### config.mk
export PLATFORM = sky130hd
export DESIGN_NAME = store_buffer
export DESIGN_NICKNAME = d
export VERILOG_FILES = /design/src/rtl/rv_mem_pkg.sv /design/src/rtl/store_align.sv /design/src/rtl/store_buffer.sv
export SDC_FILE = /design/constraint.sdc
export NUM_CORES = 1
export LEC_CHECK = 0
export ABC_AREA = 1
export CAP_MARGIN = 25
export CORE_UTILIZATION = 56
export DETAILED_ROUTE_END_ITERATION = 6
export PLACE_DENSITY_LB_ADDON = 0.12
export SYNTH_ARGS = -nofsm -noshare
export SYNTH_HDL_FRONTEND = slang
export SYNTH_SLANG_ARGS = --single-unit
### constraint.sdc
create_clock -name clk -period 3.6 [get_ports clk]
set_input_delay 0.9 -clock clk [delete_from_list [all_inputs] [get_ports clk]]
set_output_delay 0.9 -clock clk [all_outputs]
set_load 0.05 [all_outputs]
### src/rtl/rv_mem_pkg.sv
// ============================================================================
//  Module   : rv_mem_pkg
//  Purpose  : Shared funct3 encodings, store-buffer entry type and the
//             load byte-request helper for the data-memory write path.
//  Revision : 1.0  initial release
// ============================================================================
`default_nettype none

package rv_mem_pkg;

    localparam int RV_DM_ADDRESS = 9;
    localparam int RV_DATA_W     = 32;
    localparam int RV_BE_W       = RV_DATA_W / 8;

    // Store encodings
    localparam logic [2:0] F3_SB  = 3'b000;
    localparam logic [2:0] F3_SH  = 3'b001;
    localparam logic [2:0] F3_SW  = 3'b010;
    // Load encodings
    localparam logic [2:0] F3_LB  = 3'b000;
    localparam logic [2:0] F3_LH  = 3'b001;
    localparam logic [2:0] F3_LW  = 3'b010;
    localparam logic [2:0] F3_LBU = 3'b100;
    localparam logic [2:0] F3_LHU = 3'b101;

    typedef struct packed {
        logic                       valid;
        logic [RV_DM_ADDRESS-3:0]   word_addr;
        logic [RV_BE_W-1:0]         be;
        logic [RV_DATA_W-1:0]       data;
    } sb_entry_t;

    // Byte lanes a load touches; unknown encodings conservatively claim the whole word
    function automatic logic [RV_BE_W-1:0] req_bytes(input logic [2:0] funct3,
                                                     input logic [1:0] addr);
        logic [RV_BE_W-1:0] be;
        case (funct3)
            F3_LB, F3_LBU: be = 4'b0001 << addr;
            F3_LH, F3_LHU: be = 4'b0011 << addr;
            F3_LW:         be = 4'b1111;
            default:       be = 4'b1111;
        endcase
        return be;
    endfunction

endpackage

`default_nettype wire

### src/rtl/store_align.sv
// ============================================================================
//  Module   : store_align
//  Purpose  : Combinational store aligner. Produces word-lane byte enables,
//             lane-replicated data and a misalignment / illegal-op flag.
//  Revision : 1.0  initial release
// ============================================================================
`default_nettype none

module store_align
    import rv_mem_pkg::*;
(
    input  logic [1:0]           st_addr_lo,
    input  logic [RV_DATA_W-1:0] st_data,
    input  logic [2:0]           st_funct3,
    output logic [RV_BE_W-1:0]   be,
    output logic [RV_DATA_W-1:0] data,
    output logic                 err
);

    // Replicate the significant bytes across the word so any lane picks them up
    always_comb begin
        be   = '0;
        data = '0;
        err  = 1'b0;
        case (st_funct3)
            F3_SB: begin
                be   = 4'b0001 << st_addr_lo;
                data = {4{st_data[7:0]}};
            end
            F3_SH: begin
                if (st_addr_lo[0]) begin
                    err = 1'b1;
                end else begin
                    be   = 4'b0011 << st_addr_lo;
                    data = {2{st_data[15:0]}};
                end
            end
            F3_SW: begin
                if (st_addr_lo != 2'b00) begin
                    err = 1'b1;
                end else begin
                    be   = 4'b1111;
                    data = st_data;
                end
            end
            default: err = 1'b1;
        endcase
    end

endmodule

`default_nettype wire

### src/rtl/store_buffer.sv
// ============================================================================
//  Module   : store_buffer
//  Purpose  : Posted-write FIFO between EX/MEM and the data-memory write port.
//             Aligns SB/SH/SW stores, drains one entry per cycle and checks
//             loads against pending stores (youngest first).
//  Config   : STORE_BUFFER_FWD_EN - forward fully covered loads from the
//             youngest overlapping entry instead of stalling.
//  Revision : 1.0  initial release
// ============================================================================
`default_nettype none

module store_buffer
    import rv_mem_pkg::*;
#(
    parameter int DEPTH      = 4,
    parameter int DM_ADDRESS = RV_DM_ADDRESS,
    parameter int DATA_W     = RV_DATA_W
)(
    input  logic                    clk,
    input  logic                    reset_n,
    input  logic                    st_valid,
    input  logic [DM_ADDRESS-1:0]   st_addr,
    input  logic [DATA_W-1:0]       st_data,
    input  logic [2:0]              st_funct3,
    output logic                    st_ready,
    output logic                    st_err,
    input  logic                    ld_valid,
    input  logic [DM_ADDRESS-1:0]   ld_addr,
    input  logic [2:0]              ld_funct3,
    output logic                    ld_hit,
    output logic [DATA_W-1:0]       ld_fwd_data,
    output logic                    ld_stall,
    input  logic                    mem_ready,
    output logic                    mem_we,
    output logic [DM_ADDRESS-1:0]   mem_waddr,
    output logic [DATA_W-1:0]       mem_wdata,
    output logic [DATA_W/8-1:0]     mem_be,
    output logic                    empty
);

    localparam int PTR_W = $clog2(DEPTH);
    localparam int CNT_W = PTR_W + 1;

    sb_entry_t              r_entries [DEPTH];
    logic [PTR_W-1:0]       r_head;
    logic [PTR_W-1:0]       r_tail;
    logic [CNT_W-1:0]       r_count;

    logic [RV_BE_W-1:0]     w_align_be;
    logic [DATA_W-1:0]      w_align_data;
    logic                   w_align_err;
    logic                   w_accept;
    logic                   w_drain;
    logic [RV_BE_W-1:0]     w_req;
    logic                   w_found;
    sb_entry_t              w_head_ent;

    store_align u_align (
        .st_addr_lo (st_addr[1:0]),
        .st_data    (st_data),
        .st_funct3  (st_funct3),
        .be         (w_align_be),
        .data       (w_align_data),
        .err        (w_align_err)
    );

    // A full buffer refuses stores even when the head drains this cycle
    assign st_ready   = (r_count < CNT_W'(DEPTH));
    assign st_err     = st_valid && w_align_err;
    assign w_accept   = st_valid && st_ready && !w_align_err;
    assign w_drain    = (r_count != '0) && mem_ready;
    assign empty      = (r_count == '0);
    assign w_head_ent = r_entries[r_head];

    assign mem_we    = w_drain;
    assign mem_waddr = w_drain ? {w_head_ent.word_addr, 2'b00} : '0;
    assign mem_wdata = w_drain ? w_head_ent.data : '0;
    assign mem_be    = w_drain ? w_head_ent.be : '0;

    // Enqueue at tail, retire at head; count tracks the net change
    always_ff @(posedge clk) begin
        if (!reset_n) begin
            r_head  <= '0;
            r_tail  <= '0;
            r_count <= '0;
            for (int i = 0; i < DEPTH; i++) begin
                r_entries[i] <= '0;
            end
        end else begin
            if (w_accept) begin
                r_entries[r_tail] <= '{valid:     1'b1,
                                       word_addr: st_addr[DM_ADDRESS-1:2],
                                       be:        w_align_be,
                                       data:      w_align_data};
                r_tail <= r_tail + PTR_W'(1);
            end
            if (w_drain) begin
                r_entries[r_head].valid <= 1'b0;
                r_head <= r_head + PTR_W'(1);
            end
            case ({w_accept, w_drain})
                2'b10:   r_count <= r_count + CNT_W'(1);
                2'b01:   r_count <= r_count - CNT_W'(1);
                default: r_count <= r_count;
            endcase
        end
    end

    assign w_req = req_bytes(ld_funct3, ld_addr[1:0]);

`ifdef STORE_BUFFER_FWD_EN
    logic [RV_BE_W-1:0] w_sel_be;
    logic [DATA_W-1:0]  w_sel_data;
`endif

    // Scan from youngest (tail-1) to oldest; first overlapping valid entry wins
    always_comb begin
        w_found = 1'b0;
`ifdef STORE_BUFFER_FWD_EN
        w_sel_be   = '0;
        w_sel_data = '0;
`endif
        for (int i = 0; i < DEPTH; i++) begin
            if (!w_found
                && r_entries[r_tail - PTR_W'(i + 1)].valid
                && (r_entries[r_tail - PTR_W'(i + 1)].word_addr == ld_addr[DM_ADDRESS-1:2])
                && ((r_entries[r_tail - PTR_W'(i + 1)].be & w_req) != '0)) begin
                w_found = 1'b1;
`ifdef STORE_BUFFER_FWD_EN
                w_sel_be   = r_entries[r_tail - PTR_W'(i + 1)].be;
                w_sel_data = r_entries[r_tail - PTR_W'(i + 1)].data;
`endif
            end
        end
    end

`ifdef STORE_BUFFER_FWD_EN
    assign ld_hit      = ld_valid && w_found && ((w_sel_be & w_req) == w_req);
    assign ld_stall    = ld_valid && w_found && ((w_sel_be & w_req) != w_req);
    assign ld_fwd_data = ld_hit ? w_sel_data : '0;
`else
    assign ld_hit      = 1'b0;
    assign ld_stall    = ld_valid && w_found;
    assign ld_fwd_data = '0;
`endif

endmodule

`default_nettype wire

; After elaboration in Yosys (flattened, before gate mapping)
; Memory sizes are Yosys's and may differ from the RTL's. A register that Yosys moved wholly into a read port is not among the register bits.
; Cells that the tools add are included.
[totals]
out_inout_bits = 83
inputBits = 61
rom_bits = 0
word_cells = 100
memories = 1
register_bits = 7
ram_bits = 176
latchBits = 0
[memory_table]
columns = name, words, width, rd, rd_clocked_by_memory_dff, wr, line
row1 = r_entries, 4, 44, 5, 2, 4, store_buffer.sv:44  ; sb_entry_t r_entries [DEPTH];
[classes]
n_bitwise = 4
div = 0
eq_ne = 11
order_cmp = 1
n_reduce_logical = 34
n_mul = 0
shifts = 4
n_mux = 35
add_sub_neg = 7
[ops]
columns = op, n
row1 = 2-to-1 mux 32 bit, 3
row2 = one-hot mux 32 bit (3 select lines), 1
row3 = 2-to-1 mux 44 bit, 2
row4 = OR reduction 44 bit, 2
row5 = equality test 7 bit, 4
row6 = bitwise AND 4 bit, 4
row7 = logical AND 1 bit, 16
row8 = nonzero test 4 bit, 4
row9 = 2-to-1 mux 1 bit, 14
row10 = 2-to-1 mux 2 bit, 7
row11 = 2-to-1 mux 4 bit, 3
row12 = one-hot mux 4 bit (3 select lines), 1
row13 = logical NOT 3 bit, 3
row14 = 2-to-1 mux 9 bit, 1
row15 = one-hot mux 4 bit (2 select lines), 1
row16 = "<< shifter 1 x 2 -> 4 bit, first input constant", 2
row17 = "<< shifter 2 x 2 -> 4 bit, first input constant", 2
row18 = "equality test 3 x 1 -> 1 bit, second input constant", 2
row19 = "equality test 3 bit, second input constant", 2
row20 = one-hot mux 3 bit (2 select lines), 1
row21 = "adder 2 x 1 -> 2 bit, second input constant", 2
row22 = logical NOT 1 bit, 4
row23 = nonzero test 2 bit, 2
row24 = OR reduction 2 bit, 2
row25 = 10 further kinds, 11

; Depth between registers and ports, before layout
; Gate-level depths: netlist of the first run.
[logic_depth]
word_depth = 23
mapped_depth = 15
depth_no_buf = 14

; Hierarchy
; A second synthesis of the first run with hierarchy kept.
[unflattened]
cells_unflattened = 1527
area_unflattened_um2 = 11230.8
[modules_own_cells]
columns = module, seq_area_each_um2, instances, area_each_um2, cells_per_inst
row1 = store_buffer, 5465.2, 1, 10473.8, 1361
row2 = store_align, 0.0, 1, 757.0, 166

; Worst setup path before layout of the first run
; No wires, ideal clock.
[synth_timing]
path_type = input -> output
from = in mem_ready
to = out mem_be[0]
t_arrival_ns = 3.002
required_ns = 2.700
slack_ns = -0.302
path_stages = 5
n_path_buf = 1
cell_sequence = inv_1 -> nor2_1 -> inv_2 -> buf_1 -> a21oi_1
[synth_between]
elab_chain_len = 2
[synth_lines]
columns = element, line
row1 = from (decl), store_buffer.sv:33  ; input logic mem_ready,
row2 = logical AND 1 bit, store_buffer.sv:71  ; assign w_drain = (r_count != '0) && mem_ready;
row3 = via mem_we, store_buffer.sv:34  ; output logic mem_we,
row4 = 2-to-1 mux 4 bit, store_buffer.sv:78  ; assign mem_be = w_drain ? w_head_ent.be : '0;
row5 = to (decl), store_buffer.sv:37  ; output logic [DATA_W/8-1:0] mem_be,
; The timed path passes the listed nets, and every way through them passes these cells.

; Worst setup path in the final report of the first run
[layout_timing]
from = in ld_addr[1]
to = out ld_stall
[layout_between]
elab_chain_len = 22
elab_cells_between_ends = 29
classes_between = 2 x shift / 5 x mux / 4 x bitwise / 18 x reduce/logical
[layout_lines]
columns = element, line
row1 = from (decl), store_buffer.sv:28  ; input logic [DM_ADDRESS-1:0] ld_addr,
row2 = << shifter 2 x 2 -> 4 bit / << shifter 1 x 2 -> 4 bit (equally long branches), "rv_mem_pkg.sv:39, rv_mem_pkg.sv:38"
row3 = one-hot mux 4 bit (2 select lines) (*), rv_mem_pkg.sv:37  ; case (funct3)
row4 = bitwise AND 4 bit, store_buffer.sv:127  ; && ((r_entries[r_tail - PTR_W'(i + 1)].be & w_req) != '0)) begin
row5 = nonzero test 4 bit, store_buffer.sv:127
row6 = logical AND 1 bit, store_buffer.sv:127
row7 = 2-to-1 mux 1 bit, store_buffer.sv:124  ; if (!w_found
row8 = logical NOT 1 bit, store_buffer.sv:124
row9 = logical AND 1 bit, store_buffer.sv:125  ; && r_entries[r_tail - PTR_W'(i + 1)].valid
row10 = [6 not listed], n/a
row11 = logical AND 1 bit, store_buffer.sv:127
row12 = 2-to-1 mux 1 bit, store_buffer.sv:124
row13 = logical NOT 1 bit, store_buffer.sv:124
row14 = logical AND 1 bit, store_buffer.sv:125
row15 = logical AND 1 bit, store_buffer.sv:126  ; && (r_entries[r_tail - PTR_W'(i + 1)].word_addr == ld_addr[DM_ADDRESS-1:2])
row16 = logical AND 1 bit, store_buffer.sv:127
row17 = 2-to-1 mux 1 bit (*), store_buffer.sv:124
row18 = logical AND 1 bit (*), store_buffer.sv:143  ; assign ld_stall = ld_valid && w_found;
row19 = to (decl), store_buffer.sv:32  ; output logic ld_stall,
; Every way passes the cells marked *; elsewhere a longest branch is shown, timed or not.

==> summary.txt, run 1 <==
Clocking
  – Post-CTS Hold Buffers: 0
  – Num CTS Buffers: 17
  – CTS Root Cell: clkbuf_16
  – CTS tree: done
  – H-tree Lvls: 4
  – Clk Latency, worst-skew pair: 0.43 ns
  – Clk slew on worst S/H paths: 0.07 ns
  – Clock buffer depth: 2
  – Clock Sinks: 187

Global route
  – Largest net degree at the start of global routing: 75
  – Global route total overflow: 0
  – Antenna violations before repair: 0
  – GRT Util Overall: 30.5%
  – First-pass GRT wire length: 47100 um
  – Vias in the first global route: 9176

Timing
  – Setup Total Neg Slack: 0 ns
  – Setup-failing EPs final: 0
  – Period utilization: 96.1%
  – Tmin final: 3.46 ns
  – RSZ-0062 raised after global routing: no
  – Fmax: 0.289 GHz
  – Slew at the pin with the worst max-slew slack: 0.624 ns
  – Worst slew margin: 58.4%
  – Min Hold Slack: 0.474 ns
  – Layout Skew: 0.00844 ns
  – Final Hold Viols: 0
  – Pins over their slew limit: 0

Critical path
  – Critical path, cell by cell: clkdlybuf4s50_1, o21ai_0, buf_4, nand2_1, nor3_1, nor2_1, nand2_1, nand3_1, nand2_1, nor2_1, nor2_2, buf_12
  – Required time of the critical path: 2.70 ns
  – CP Capture Type: output port
  – Crit path max fanout: 4
  – Reg2reg setup slack: 1.51 ns
  – Crit path arrival time: 2.56 ns
  – Crit Path Category: primary input to output port
  – Most used cell, CP: nand2_1
  – Critical path buffers and inverters: 3
  – Slowest-stage cell, CP: clkdlybuf4s50_1
  – Slowest cell delay on critical path: 0.47 ns
  – Worst Setup Start Kind: primary input
  – Family with the most delay on the worst path: buffers and inverters

Pwr
  – Net load switching power: 2.21 mW
  – Internal power: 4.12 mW
  – Clock share of power: 28.3%
  – Leakage: 5.93 nW
  – Peak supply drop: 0.358 mV
  – Power Density: 471 nW/um^2
  – Sw Share: 34.9%
  – Sequential Power Share: 40.1%
  – Combinational share of power: 31.7%

Routing
  – Detail Route Antenna Nets: 0
  – Routed via count: 9910
  – Vias/cell: 5.42
  – DR DRC count: 0
  – TritonRoute pass-1 iters: 5
  – Final wirelength: 29600 um
  – WL per Instance: 16.2 um
  – Starting DRT DRC Count: 959

Cells and area
  – Share of layout cells above drive strength 1: 10.6%
  – Fillers: 1593
  – Fin nets: 1617
  – Ant. Diodes: 0
  – Area grow syn2layout: 21.2%
  – Most frequent cells in the layout: 363 x nand2_1, 301 x nor2_1, 172 x edfxtp_1, 126 x o21ai_0, 116 x inv_1
  – Area of the multi-input gates: 4730 um^2
  – Most common cell after layout, fill and taps aside: nand2_1
  – FF/Latch Area: 5470 um^2

Floorplanning
  – Die Y-Extent: 143 um
  – IO Count: 144
  – Initial Utilization: 57.0%
  – Core area: 19500 um^2
  – Row count: 51
  – Die ar.: 20400 um^2
  – Die W: 143 um

Yosys
  – Synth Instances: 1470
  – Post-Syn Area: 11100 um^2
  – Post-Synthesis Mean Instance Area: 7.55 um^2
  – Seq/Total Area, Yosys: 49.2%
  – Yosys warning total: 0
  – Top_reg_cell synth: edfxtp_1
  – Synth unique cells: 34
  – Register bit total from synthesis: 187
  – Post-synth EDFFs: 172
  – Ys async rst share: 0%

Placed design
  – Final Wtd Congestion: 0.900
  – Detail Placement HPWL: 19500 um
  – Number of I/O port buffers: 107

Worst hold path
  – Hold Path Class: flop to flop

Outcome
  – Status: complete, no violations

Flow run
  – Max cap viols: 0
## state kept, by name, indices dropped and copies added (netlist names), named ones only
name       flops
r_count        3
r_head         2
r_tail         2
r_entries    176
## path summary, 6_finish.rpt
path         depth (start not counted)          endpoint             start
max                                 12          ld_stall        ld_addr[1]
min                                  2  r_entries[1][43]  r_entries[1][43]
max reg2reg                          6  r_entries[2][12]         r_tail[1]
min reg2reg                          2  r_entries[1][43]  r_entries[1][43]
## stage by stage
stage                     worst slack (ns)  std cells  utilization, %  instance area [um^2]  total power, mW
after floorplan                    0.00490       1504               -                 11200             3.82
after global placement               0.137       1796            66.0                 12800             4.54
after detailed placement             0.101       1796            66.0                 12800             4.57
after CTS                           0.0235       1828            68.9                 13400             6.33
after global routing               0.00531       1828            69.1                 13500             6.60
final                                0.142       1828            69.1                 13500             6.33
## power groups by stage
stage | Clock (mW) | Sequential (mW) | Combinational (mW)
6_report | 1.79 | 2.54 | 2.00
3_5_place_dp | 0 | 2.58 | 1.99
5_1_grt | 1.89 | 2.55 | 2.16
2_1_floorplan | 0 | 2.56 | 1.26
4_1_cts | 1.80 | 2.53 | 1.99
3_3_place_gp | 0 | 2.58 | 1.96
## area by class of cell
| class | count | share of cell area (%) |
|---|---|---|
| Tap cell | 265 | 2.47 |
| Clock inverter | 14 | 1.01 |
| Timing Repair Buffer | 142 | 14.1 |
| Clock buffer | 18 | 3.19 |
| Multi-Input combinational cell | 1080 | 35.1 |
| Sequential cell | 187 | 40.7 |
| Inverter | 122 | 3.42 |
## kinds of logic (layout without fill, tap and decap cells)
family	count (synthesis)	after routing	synth area share, %
AO/OA/AOI/OAI	217	217	10.1
XOR/XNOR	2	2	0.158
adder cells (fa/ha/maj)	6	6	0.744
buffers and inverters	237	296	9.87
flip-flops	187	187	49.2
other	1	35	0.0338
AND/OR/NAND/NOR	820	820	29.9
## Yosys cell counts, types with 2 or more instances
| master | count | area share, % |
|---|---|---|
| ha_1 | 5 | 0.56 |
| nand3_1 | 102 | 4.6 |
| buf_1 | 4 | 0.14 |
| a22oi_1 | 3 | 0.20 |
| inv_2 | 3 | 0.10 |
| nand2_2 | 32 | 1.8 |
| xor2_1 | 2 | 0.16 |
| nand2_1 | 368 | 12 |
| o21ai_0 | 127 | 5.7 |
| o22ai_1 | 3 | 0.17 |
| a21oi_1 | 77 | 3.5 |
| edfxtp_1 | 172 | 47 |
| clkbuf_1 | 52 | 1.8 |
| buf_2 | 16 | 0.72 |
| buf_4 | 38 | 2.6 |
| buf_6 | 4 | 0.41 |
| inv_1 | 117 | 4.0 |
| nor2_1 | 305 | 10 |
| nand4_1 | 4 | 0.23 |
| nor3_1 | 5 | 0.23 |
| dfxtp_1 | 15 | 2.7 |
| o211ai_1 | 4 | 0.27 |
## repair_timing
item,in CTS,in global routing
setup buffers,0,0
gates resized for setup,2,11
hold endpoints to repair,0,0
cloned,0,0
endpoints found under the setup margin,1,1
## per-layer routing
layer / global-route usage, % / part of all wire [%] / up-vias / wire length (um)
met2: 53.3 / 50 / 433 / 14700
met1: 38.9 / 40 / 4575 / 12000
met5: 0 / 0 / - / 0
met4: 11.1 / 2.5 / 0 / 743
li1: - / - / 4849 / -
met3: 3.69 / 7.2 / 53 / 2140
## tightest hold or removal path: cells and delay by family, from the launching register on
| family | cells | cell delay [ns] |
|---|---|---|
| DFF | 1 | 0.31 |
| AOI/OAI and AO/OA | 1 | 0.06 |
| and+or+nand+nor | 1 | 0.05 |
No activity file was read; power rests on OpenSTA's default activity.
==> run 2, diff against run 1 <==
- CTS_CLUSTER_SIZE: unset -> 14
==> results of run 2 <==
The final DEF is identical to that of run 1; final timing and power are the same.
==> run 3, diff against run 2 <==
- CORE_UTILIZATION: 56 -> 42
- CTS_CLUSTER_DIAMETER: unset -> 80
==> run 3 against run 2 <==
Effect of this change: power is 0.67% higher; routed wire length is 3.3% higher; first-iteration DRC count is 9.3% lower; setup slack better by 0.058 ns; largest power group unchanged.
==> summary.txt, run 3 (synthesized netlist as in run 1, its figures left out) <==
Cells and area
  – FF/Latch Area: 5470 um^2 (about the same)
  – Fin nets: 1621 (was 1617)
  – Biggest regs: r_entries: 176 flops, r_count: 3 flops (unchanged)
  – Ant. Diodes: 0 (unchanged)
  – Area of the multi-input gates: 4730 um^2 (about the same)
  – Most flop-heavy register: r_entries (unchanged)
  – Share of layout cells above drive strength 1: 11.2% (was 10.6%)
  – Fillers: 2475 (was 1593)
  – Most common cell after layout, fill and taps aside: nand2_1 (unchanged)
  – Largest register FFs: 176 (unchanged)
  – Area grow syn2layout: 22.5% (was 21.2%)
  – Post-route non-filler standard cell count: 1902 (was 1828)
  – Most frequent cells in the layout: 360 x nand2_1, 302 x nor2_1, 172 x edfxtp_1, 125 x o21ai_0, 114 x inv_1 (was 363 x nand2_1, 301 x nor2_1, 172 x edfxtp_1, 126 x o21ai_0, 116 x inv_1)

Timing
  – Worst slew margin: 59.6% (was 58.4%)
  – RSZ-0062 raised after global routing: no (unchanged)
  – Fmax: 0.294 GHz (was 0.289 GHz)
  – Tmin final: 3.40 ns (was 3.46 ns)
  – Setup Total Neg Slack: 0 ns (unchanged)
  – Period utilization: 94.4% (was 96.1%)
  – Pins over their slew limit: 0 (unchanged)
  – Final Hold Viols: 0 (unchanged)
  – Layout Skew: 0.0120 ns (was 0.00844 ns)
  – Slew at the pin with the worst max-slew slack: 0.599 ns (was 0.624 ns)
  – Setup-failing EPs final: 0 (unchanged)

Critical path
  – Critical path, cell by cell: clkdlybuf4s50_1, inv_2, nand2_1, nand2_1, nand2_1, nand2_1, nand3_1, nand2_1, nor2_1, nor2_1, nand2_1, nand2_1, nor2_1, nor2_2, buf_12 (was clkdlybuf4s50_1, o21ai_0, buf_4, nand2_1, nor3_1, nor2_1, nand2_1, nand3_1, nand2_1, nor2_1, nor2_2, buf_12)
  – Reg-to-Reg Start: r_count[1] (was r_tail[1])
  – Slowest cell delay on critical path: 0.47 ns (about the same)
  – Slowest-stage cell, CP: clkdlybuf4s50_1 (unchanged)
  – Crit path max fanout: 6 (was 4)
  – CP Capture Type: output port (unchanged)
  – Family with the most delay on the worst path: simple AND/OR/NAND/NOR gates (was buffers and inverters)
  – R2r endpoint: r_count[2] (was r_entries[2][12])
  – Worst Setup Start Kind: primary input (unchanged)
  – R2R depth: 10 (was 6)
  – Crit Path Category: primary input to output port (unchanged)
  – Crit path arrival time: 2.50 ns (was 2.56 ns)
  – Most used cell, CP: nand2_1 (unchanged)
  – Required time of the critical path: 2.70 ns (about the same)
  – Reg2reg setup slack: 1.68 ns (was 1.51 ns)
  – WP depth: 15 (was 12)
  – Critical path buffers and inverters: 3 (unchanged)

Pwr
  – Leakage: 5.96 nW (was 5.93 nW)
  – Tot Pwr: 6.37 mW (was 6.33 mW)
  – Peak supply drop: 0.318 mV (was 0.358 mV)
  – Power Density: 468 nW/um^2 (was 471 nW/um^2)

Placed design
  – Number of I/O port buffers: 107 (unchanged)
  – Detail Placement HPWL: 20300 um (was 19500 um)
  – Final Wtd Congestion: 0.910 (was 0.900)
  – Inst Count DP: 1869 (was 1796)

Global route
  – First-pass GRT wire length: 48300 um (was 47100 um)
  – Largest net degree at the start of global routing: 79 (was 75)
  – GRT Util Overall: 23.5% (was 30.5%)
  – Met3 Usage GRT: 2.71% (was 3.69%)
  – Busiest grt layer: met2 (unchanged)
  – Antenna violations before repair: 0 (unchanged)
  – M2 GR Usage: 39.9% (was 53.3%)
  – Met1 GRT Util: 31.4% (was 38.9%)
  – Vias in the first global route: 9033 (was 9176)
  – Global route total overflow: 0 (unchanged)

Routing
  – Vias/cell: 5.11 (was 5.42)
  – Final wirelength: 30500 um (was 29600 um)
  – Detail Route Antenna Nets: 0 (unchanged)
  – Routed via count: 9712 (was 9910)
  – Starting DRT DRC Count: 870 (was 959)
  – WL per Instance: 16.1 um (was 16.2 um)
  – DR DRC count: 0 (unchanged)
  – TritonRoute pass-1 iters: 5 (unchanged)

Worst hold path
  – Hold path depth: 2 (unchanged)
  – Hold Path Class: flop to flop (unchanged)
  – Hold Path Origin: r_entries[1][43] (unchanged)
  – Hold Path End: r_entries[1][43] (unchanged)

Flow run
  – Max cap viols: 0 (unchanged)

Clocking
  – Clk Latency, worst-skew pair: 0.43 ns (about the same)
  – Clock buffer depth: 2 (unchanged)
  – Clock Sinks: 187 (unchanged)
  – CTS tree: done (unchanged)
  – Num CTS Buffers: 17 (unchanged)
  – Clk slew on worst S/H paths: 0.07 ns (about the same)
  – CTS Root Cell: clkbuf_16 (unchanged)
  – H-tree Lvls: 4 (unchanged)
  – Post-CTS Hold Buffers: 0 (unchanged)

Floorplanning
  – Initial Utilization: 42.7% (was 57.0%)
  – Die Y-Extent: 165 um (was 143 um)
  – Die W: 165 um (was 143 um)
  – Row count: 59 (was 51)
  – Die ar.: 27100 um^2 (was 20400 um^2)
  – IO Count: 144 (unchanged)
  – Core area: 26000 um^2 (was 19500 um^2)

Outcome
  – Status: complete, no violations (unchanged)
run 3: layer usage:
metal / share of wire [%] / vias to the layer above
li1: - / 4868
met1: 44 / 4498
met2: 49 / 314
met3: 5.2 / 32
met4: 1.6 / 0
met5: 0 / -
run 3: area by class of cell:
cell class	instances	area share [%]
sequential	187	40.2
multi-input combinational	1080	34.8
timing repair buffer	146	14.2
inverter	122	3.41
clock buffer	17	3.13
tap	335	3.08
clock inverter	15	1.14
run 3: worst register-to-register path: cells and delay by family, from the launching register on:
kind,cells,cell delay [ns]
adders and majority gates,2,0.52
AOI/OAI and AO/OA,4,0.48
DFF,1,0.39
buffers and inverters,2,0.22
and+or+nand+nor,2,0.20
run 3: timing repair:
action                                  CTS  global route
buffers inserted                          0             1
endpoints found under the setup margin    1             1
cloned                                    0             0
resized for setup                         3            16
run 3: power breakdown:
part	leakage (nW)	internal [mW]	switching (mW)	total, mW
sequential	1.90	2.47	0.0585	2.53
combinational	3.78	0.690	1.33	2.02
clock	0.287	0.929	0.897	1.83
run 3: worst max path at each step:
stage                       from       endpoint  slack [ns]
floorplan              mem_ready  mem_wdata[25]       0.005
global placement      ld_addr[1]       ld_stall        0.13
detailed placement  ld_funct3[1]       ld_stall        0.13
CTS                    r_tail[0]       ld_stall        0.07
global route          ld_addr[1]       ld_stall        0.01
finish              ld_funct3[1]       ld_stall        0.20
run 3: metrics by stage:
stage               setup WS (ns)  utilization [%]  hold slack, ns  instance area, um^2
floorplan                 0.00490                -           0.442                11200
global placement            0.128             49.9           0.453                13000
detailed placement          0.130             49.9           0.454                13000
CTS                        0.0654             52.1           0.467                13500
global route               0.0145             52.3           0.485                13600
finish                      0.200             52.3           0.466                13600
